## config.mk

```make
export PLATFORM = sky130hd
export DESIGN_NAME = payload_serializer
export DESIGN_NICKNAME = d
export VERILOG_FILES = /design/src/rtl/payload_serializer.sv
export SDC_FILE = /design/constraint.sdc
export NUM_CORES = 1
export LEC_CHECK = 0
export CORE_MARGIN = 5
export CORE_UTILIZATION = 46
export DETAILED_ROUTE_END_ITERATION = 10
export DONT_BUFFER_PORTS = 1
export PLACE_DENSITY = 0.65
export SETUP_SLACK_MARGIN = 0.4
export SYNTH_ARGS = -nofsm -noshare
export SYNTH_HDL_FRONTEND = slang
export SYNTH_SLANG_ARGS = --single-unit
```

## constraint.sdc

```tcl
create_clock -name clk -period 10 [get_ports clk]
set_clock_uncertainty 0.2 [all_clocks]
set_input_delay 1.5 -clock clk [delete_from_list [all_inputs] [get_ports clk]]
set_output_delay 1.5 -clock clk [all_outputs]
set_load 0.005 [all_outputs]
```

## src/rtl/payload_serializer.sv

```systemverilog
// payload_serializer: word FIFO feeding an AXI-Stream byte serializer.
// Frames WORDS_PER_PKT words per payload with m_tlast; counts overflow drops.
module payload_serializer #(
  parameter int N_BYTES       = 9,
  parameter int BW_OUT        = 8,
  parameter int WORDS_PER_PKT = 128,
  parameter int FIFO_DEPTH    = 4
) (
  input  logic                            clk,
  input  logic                            srst_n,
  input  logic [N_BYTES-1:0][BW_OUT-1:0]  in_word,
  input  logic                            in_valid,
  output logic [BW_OUT-1:0]               m_tdata,
  output logic                            m_tvalid,
  input  logic                            m_tready,
  output logic                            m_tlast,
  output logic [15:0]                     drop_cnt,
  output logic [15:0]                     pkt_cnt
);

  localparam int WW  = N_BYTES * BW_OUT;
  localparam int AW  = $clog2(FIFO_DEPTH);
  localparam int BIW = (N_BYTES > 1) ? $clog2(N_BYTES) : 1;
  localparam int WIW = (WORDS_PER_PKT > 1) ?
                       $clog2(WORDS_PER_PKT) : 1;

  localparam logic [BIW-1:0] LAST_BYTE = BIW'(N_BYTES - 1);
  localparam logic [WIW-1:0] LAST_WORD = WIW'(WORDS_PER_PKT - 1);

  localparam logic [1:0] S_IDLE = 2'd0;
  localparam logic [1:0] S_LOAD = 2'd1;
  localparam logic [1:0] S_SEND = 2'd2;

  logic [WW-1:0]    r_mem [FIFO_DEPTH];
  logic [AW:0]      r_wptr;
  logic [AW:0]      r_rptr;
  logic [1:0]       r_state;
  logic [WW-1:0]    r_sreg;
  logic [BIW-1:0]   r_byte_idx;
  logic [WIW-1:0]   r_word_idx;
  logic             r_tvalid;
  logic             r_tlast;
  logic [15:0]      r_drop_cnt;
  logic [15:0]      r_pkt_cnt;

  logic [AW:0]      w_cnt;
  logic             w_full;
  logic             w_empty;
  logic             w_push;
  logic             w_drop;
  logic             w_hs;
  logic             w_last_byte;
  logic             w_last_word;
  logic [WW-1:0]    w_head;

  logic             w_pop;
  logic             w_shift;
  logic             w_pkt_done;
  logic [1:0]       w_nstate;
  logic [BIW-1:0]   w_nbyte;
  logic [WIW-1:0]   w_nword;
  logic             w_ntlast;

  // Occupancy from the pointer difference; the extra MSB flags full.
  assign w_cnt       = r_wptr - r_rptr;
  assign w_full      = w_cnt[AW];
  assign w_empty     = (w_cnt == '0);
  assign w_push      = in_valid & ~w_full;
  assign w_drop      = in_valid & w_full;
  assign w_head      = r_mem[r_rptr[AW-1:0]];

  assign w_hs        = r_tvalid & m_tready;
  assign w_last_byte = (r_byte_idx == LAST_BYTE);
  assign w_last_word = (r_word_idx == LAST_WORD);

  always_ff @(posedge clk) begin
    if (w_push) begin
      r_mem[r_wptr[AW-1:0]] <= in_word;
    end
  end

  always_ff @(posedge clk or negedge srst_n) begin
    if (!srst_n) begin
      r_wptr <= '0;
      r_rptr <= '0;
    end else begin
      if (w_push) begin
        r_wptr <= r_wptr + (AW+1)'(1);
      end
      if (w_pop) begin
        r_rptr <= r_rptr + (AW+1)'(1);
      end
    end
  end

  // Next-state decode; the last byte of a word chains straight
  // into the next FIFO word so back-to-back words have no bubble.
  always_comb begin
    w_pop      = 1'b0;
    w_shift    = 1'b0;
    w_pkt_done = 1'b0;
    w_nstate   = r_state;
    w_nbyte    = r_byte_idx;
    w_nword    = r_word_idx;
    unique case (1'b1)
      (r_state == S_LOAD): begin
        w_pop    = 1'b1;
        w_nbyte  = '0;
        w_nstate = S_SEND;
      end
      (r_state == S_SEND): begin
        if (w_hs) begin
          if (w_last_byte) begin
            w_nbyte    = '0;
            w_pkt_done = w_last_word;
            w_nword    = w_last_word ? '0 :
                         r_word_idx + WIW'(1);
            if (!w_empty) begin
              w_pop = 1'b1;
            end else begin
              w_nstate = S_IDLE;
            end
          end else begin
            w_shift = 1'b1;
            w_nbyte = r_byte_idx + BIW'(1);
          end
        end
      end
      default: begin
        if (!w_empty) begin
          w_nstate = S_LOAD;
        end
      end
    endcase
  end

  assign w_ntlast = (w_nstate == S_SEND) &&
                    (w_nbyte == LAST_BYTE) &&
                    (w_nword == LAST_WORD);

  always_ff @(posedge clk or negedge srst_n) begin
    if (!srst_n) begin
      r_state    <= S_IDLE;
      r_byte_idx <= '0;
      r_word_idx <= '0;
      r_tvalid   <= 1'b0;
      r_tlast    <= 1'b0;
    end else begin
      r_state    <= w_nstate;
      r_byte_idx <= w_nbyte;
      r_word_idx <= w_nword;
      r_tvalid   <= (w_nstate == S_SEND);
      r_tlast    <= w_ntlast;
    end
  end

  // Byte 0 sits in the low lane; each accepted byte shifts the next in.
  always_ff @(posedge clk or negedge srst_n) begin
    if (!srst_n) begin
      r_sreg <= '0;
    end else if (w_pop) begin
      r_sreg <= w_head;
    end else if (w_shift) begin
      r_sreg <= r_sreg >> BW_OUT;
    end
  end

  always_ff @(posedge clk or negedge srst_n) begin
    if (!srst_n) begin
      r_drop_cnt <= '0;
    end else if (w_drop && (r_drop_cnt != 16'hFFFF)) begin
      r_drop_cnt <= r_drop_cnt + 16'd1;
    end
  end

  always_ff @(posedge clk or negedge srst_n) begin
    if (!srst_n) begin
      r_pkt_cnt <= '0;
    end else if (w_pkt_done) begin
      r_pkt_cnt <= r_pkt_cnt + 16'd1;
    end
  end

  assign m_tdata  = r_sreg[BW_OUT-1:0];
  assign m_tvalid = r_tvalid;
  assign m_tlast  = r_tlast;
  assign drop_cnt = r_drop_cnt;
  assign pkt_cnt  = r_pkt_cnt;

endmodule

```

# == Word level (Yosys, flattened, before mapping) ==
# Memory sizes are Yosys's and may differ from the RTL's.
# Index checks and enable logic that the tools add are counted.
# totals
latchBits,0
mem_bits_ro,0
elab_cells,61
input_bits,76
reg_bits,125
mem_count,1
output_inout_bits,42
mem_bits_rw,288
# memory_table
memory,depth,word_bits,read_ports,rd_ports_with_merged_regs,wr,line_no,source
r_mem,4,72,1,0,1,34,logic [WW-1:0] r_mem [FIFO_DEPTH];
# classes
order_cmp,0
shifts,0
add_sub_neg,7
n_mux,26
eq_ne,8
bitwise,4
div_mod_pow,0
n_mul,0
reduce_logical,5
# ops
cell,n
$mux 72,2
$add 16x1->16 const B,2
$mux 7,4
$ne 16x16->1 const B,1
$eq 7x7->1 const B,2
$mux 1,11
$eq 4x4->1 const B,2
$mux 2,4
$mux 4,2
$pmux 4 s2,1
$add 7x1->7 const B,1
$add 3x1->3 const B,2
$add 4x1->4 const B,1
$eq 2x2->1 const B,2
$pmux 2 s2,1
$and 1x1->1,3
$logic_and 1x1->1,3
$logic_not 3->1,1
$sub 3x3->3,1
$eq 2x1->1 const B,1
$pmux 1 s2,1
$reduce_bool 2->1,1
$not 1->1,1

# == Longest topological paths before layout ==
# logic_depth
ltp_word,9
mapped_depth,13
ltp_nobuf,8

# == Worst setup path before layout ==
# No wires, ideal clock.
# synth_timing
path_type,register -> register
startpoint,register r_rptr[1]
endpoint,"memory r_mem[3][0] (netlist name), enable pin"
path_slack_ps,5449
synth_period_minus_slack_ps,4551
path_buffers,2
stages_incl_launch_ff,9
arrival_ps,3912
setup_time_ps,439
required_time_ps,9361
cell_sequence,dfrtp_1 clkbuf_1 clkbuf_1 inv_1 ha_1 nor2b_1 or3_1 a21oi_1 and2_1
# synth_between
elab_chain_cells,5
# synth_lines
element,line_no,source
from (decl),36,logic [AW:0] r_rptr;
from (signal assigned),91,r_rptr <= r_rptr + (AW+1)'(1);
$sub 3x3->3,65,assign w_cnt = r_wptr - r_rptr;
$not 1->1,68,assign w_push = in_valid & ~w_full;
$and 1x1->1,68,
$mux 1,77,if (w_push) begin
$mux 1 (not written as such),78,r_mem[r_wptr[AW-1:0]] <= in_word;
to (decl),34,
# Every way passes these cells.

# == Worst setup path after layout ==
# layout_timing
startpoint,register r_rptr[1]
endpoint,"memory r_mem[2][36] (netlist name), enable pin"
# The elaborated chain is that of the path after synthesis.

==> results.md <==
- Number of flops mapped to enable cells by yosys: 288
- Total Power Consumption: 5206 uW
- Clock tree sinks: ~410
- Global Route met3 Usage: under 10%
- Synth async-reset ratio: a little under a third
- Vias in the first global route: 8,219
- DP Area: ~0.017 sq mm
- Syn Nets: 1,046
- Syn Inst Count: 956
- Max-Cap Viols: 0
- Initial Utilization: a little under half
- Switch share: 29.33%
- Buf/Inv on CP: 2
- Number of synthesized register bits: about 410
- Mean Syn Cell Area: between 15 and 20 sq um
- P_int: between 3000 and 4000 uW
- Later-pin clock latency in the skew report: 0.55 ns
- Pleak: roughly 0.0068 uW
- Worst hold margin: 0.3042 ns
- Critical Setup Path Class: reg -> reg
- Multi-input logic area: roughly 0.0043 sq mm
- Post-synthesis sequential area ratio: between 70% and 80%
- Status: completed
- Slew @ Worst Pin: around 1.1 ns
- Setup TNS: 0 ns
- HPWL after detailed placement: around 18,000 um
- Hold_buf cts: 0
- Drt total wl: 31,070 um
- GRT busiest layer: met2
- Reg area: about 0.012 sq mm
- GRT Util Overall: between 10% and 20%
- Final critical-path required period: roughly 4.0 ns
- Area growth syn-to-layout: 10.75%
- Max Fclk: roughly 250 MHz
- Worst Setup End Kind: flop
- Commonest non-fill, non-tap cell in the layout: edfxtp_1
- Yosys cell types: 45
- CTS Buf Count: between 40 and 50
- Residual DRC: 0
- Routed Antenna Nets: 0
- Main synth FF type: edfxtp_1
- Worst endpoint data arrival time: between 3 and 4 ns
- Routability cong.: 0.7575
- RSZ-0062 raised after global routing: false
- Core area: 0.03531 sq mm
- Logic pwr share: 22.2%
- Root Buffer: clkbuf_16
- Reg clk slew, reported paths: ~0.06 ns
- Worst path required time: approximately 10 ns
- Crit path launch type: flop
- Layout net count: approximately 1,000
- Row count: 69
- Initial antenna violation count: 1
- CTS tree: done
- Met2 GRT Util: approximately 26%
- Power Density: ~290 mW/mm^2
- Mapped Area: between 0.015 and 0.02 sq mm
- Sw Pwr: roughly 1500 uW
- IO buf count: 0
- Final Max Tran Viols: 0
- GR Overflow Total: 0
- CP max stage cell: dfrtp_4
- Worst VDD drop: roughly 180 uV
- Ant. Diodes: 0
- Starting DRT DRC Count: just over 400
- Final setup viols: 0
- Die X: 198.5 um
- H-tree levels: 2
- Sequential share of power: about half
- Share of layout cells above drive strength 1: 16.38%
- Pre-Repair DR Iteration Count: 7
- Postcts setup bufs: 0
- Crit path max fanout: around 40
- Clk pwr share: slightly below 30%
- Largest net degree at the start of global routing: approximately 130
- Fin. Hold Viols: 0
- Post-route clock period utilization: between 40% and 50%
- I/O Pins: about 120
- Fin area: approximately 0.018 sq mm
- First-pass GRT wire length: 48,600 um
- Clk buf depth: 3
- Die span in y: roughly 200 um
- Resized Gates After CTS: 0
- Min-delay worst type: reg -> reg
- Via density: between 5 and 6
- Worst-path cell chain: inv_1, ha_1, nor2b_1, or3_1, a21oi_1, and2_4, buf_4
- Filler cell count: 2,849
- Synth Warn #: 0
- Met1 usage: between 20% and 30%
- Post-DR wirelength/cell: 21.43 um
- Vias post-DR: around 7,900
- Max incr delay on CP: ~0.70 ns
- Kind of cell adding the most delay to the critical path: simple AND/OR/NAND/NOR gates
- Fin util: between 50 and 60%
- Leading cell types in the layout, fill and taps excluded: edfxtp_1, dfrtp_1, nand2_1
- Die area: between 0.03 and 0.04 sq mm
- Relative slew slack: ~25%
-- metrics by stage --
stage | worst slack [ns] | instances
2_1_floorplan | 5.449 | 956
3_5_place_dp | 5.460 | 1373
3_3_place_gp | 5.587 | 1373
4_1_cts | 5.873 | 1450
6_report | 5.996 | 1450
5_1_grt | 5.699 | 1450
-- path summary, 6_finish.rpt --
path	startpoint	endpoint	slack (ns)	cells past startpoint
setup reg to reg	r_rptr[1]	r_mem[2][36]	6.00	7
setup / recovery	r_rptr[1]	r_mem[2][36]	6.00	7
hold / removal	pkt_cnt[15]	pkt_cnt[15]	0.30	1
max in group asynchronous	srst_n	r_sreg[43]	8.93	0
hold reg to reg	pkt_cnt[15]	pkt_cnt[15]	0.30	1
min in group asynchronous	srst_n	drop_cnt[11]	0.44	0
-- flip-flops by register name (all words and copies together), names as in the netlist --
signal / flops
r_state: 2
r_wptr: 3
r_word_idx: 7
drop_cnt: 16
r_sreg: 72
r_rptr: 3
m_tlast: 1
r_byte_idx: 4
m_tvalid: 1
r_mem: 288
pkt_cnt: 16
-- synth_stat cells, drive strengths merged (3+ instances only) --
cell    number  area [sq um]
a21o         3         22.52
nor2         9         33.78
nor3         6         30.03
nand2      111         416.7
mux4        72          1622
dfrtp      125          3128
buf         28         178.9
mux2i       65         650.6
nor2b        5         31.28
o21ai       78         390.4
clkbuf      24         90.09
xor2        12         105.1
and2         6         37.54
nand3       18         90.09
inv         12         45.04
ha          14         175.2
a21oi        6         30.03
xnor2       27         244.0
nand4        7         43.79
edfxtp     288          8648
and3        10         62.56
mux2         3         33.78
-- power by group through the flow --
stage / Combinational, uW / Sequential [uW] / Clock (uW)
floorplan: 1000 / 2430 / 0
detailed placement: 1200 / 2580 / 0
global route: 1300 / 2590 / 1630
CTS: 1200 / 2540 / 1560
global placement: 1170 / 2560 / 0
finish: 1150 / 2530 / 1520
-- worst reg2reg max path, stage by stage, from the launching register on --
cell	delay, ns
dfrtp_4	0.70
inv_1	0.16
ha_1	0.31
nor2b_1	0.16
or3_1	0.32
a21oi_1	0.49
and2_4	0.59
buf_4	0.65
-- per-layer routing --
layer	routed length, um	part of all wire, %
met5	0	0
met2	15070	48
met1	13060	42
met3	2242	7.2
met4	698	2.2
-- cell type report --
class	instances	area share, %
multi-input combinational	479	23.68
timing repair buffer	8	0.3318
sequential	413	65.10
tap	461	3.187
clock buffer	52	6.353
inverter	12	0.2489
clock inverter	25	1.092
-- cell families (layout without fill, tap and decap cells) --
logic type                 count (synthesis)  in the layout  synth area share, %
xor gates and xnor gates                  39             39                2.136
DFF                                      413            413                72.06
adders and majority gates                 14             14                1.072
and+or+nand+nor                          186            186                5.260
AOI/OAI and AO/OA                        100            100                3.445
muxes                                    140            140                14.11
buffers and inverters                     64             97                1.922
No activity file was read; power rests on OpenSTA's default activity.
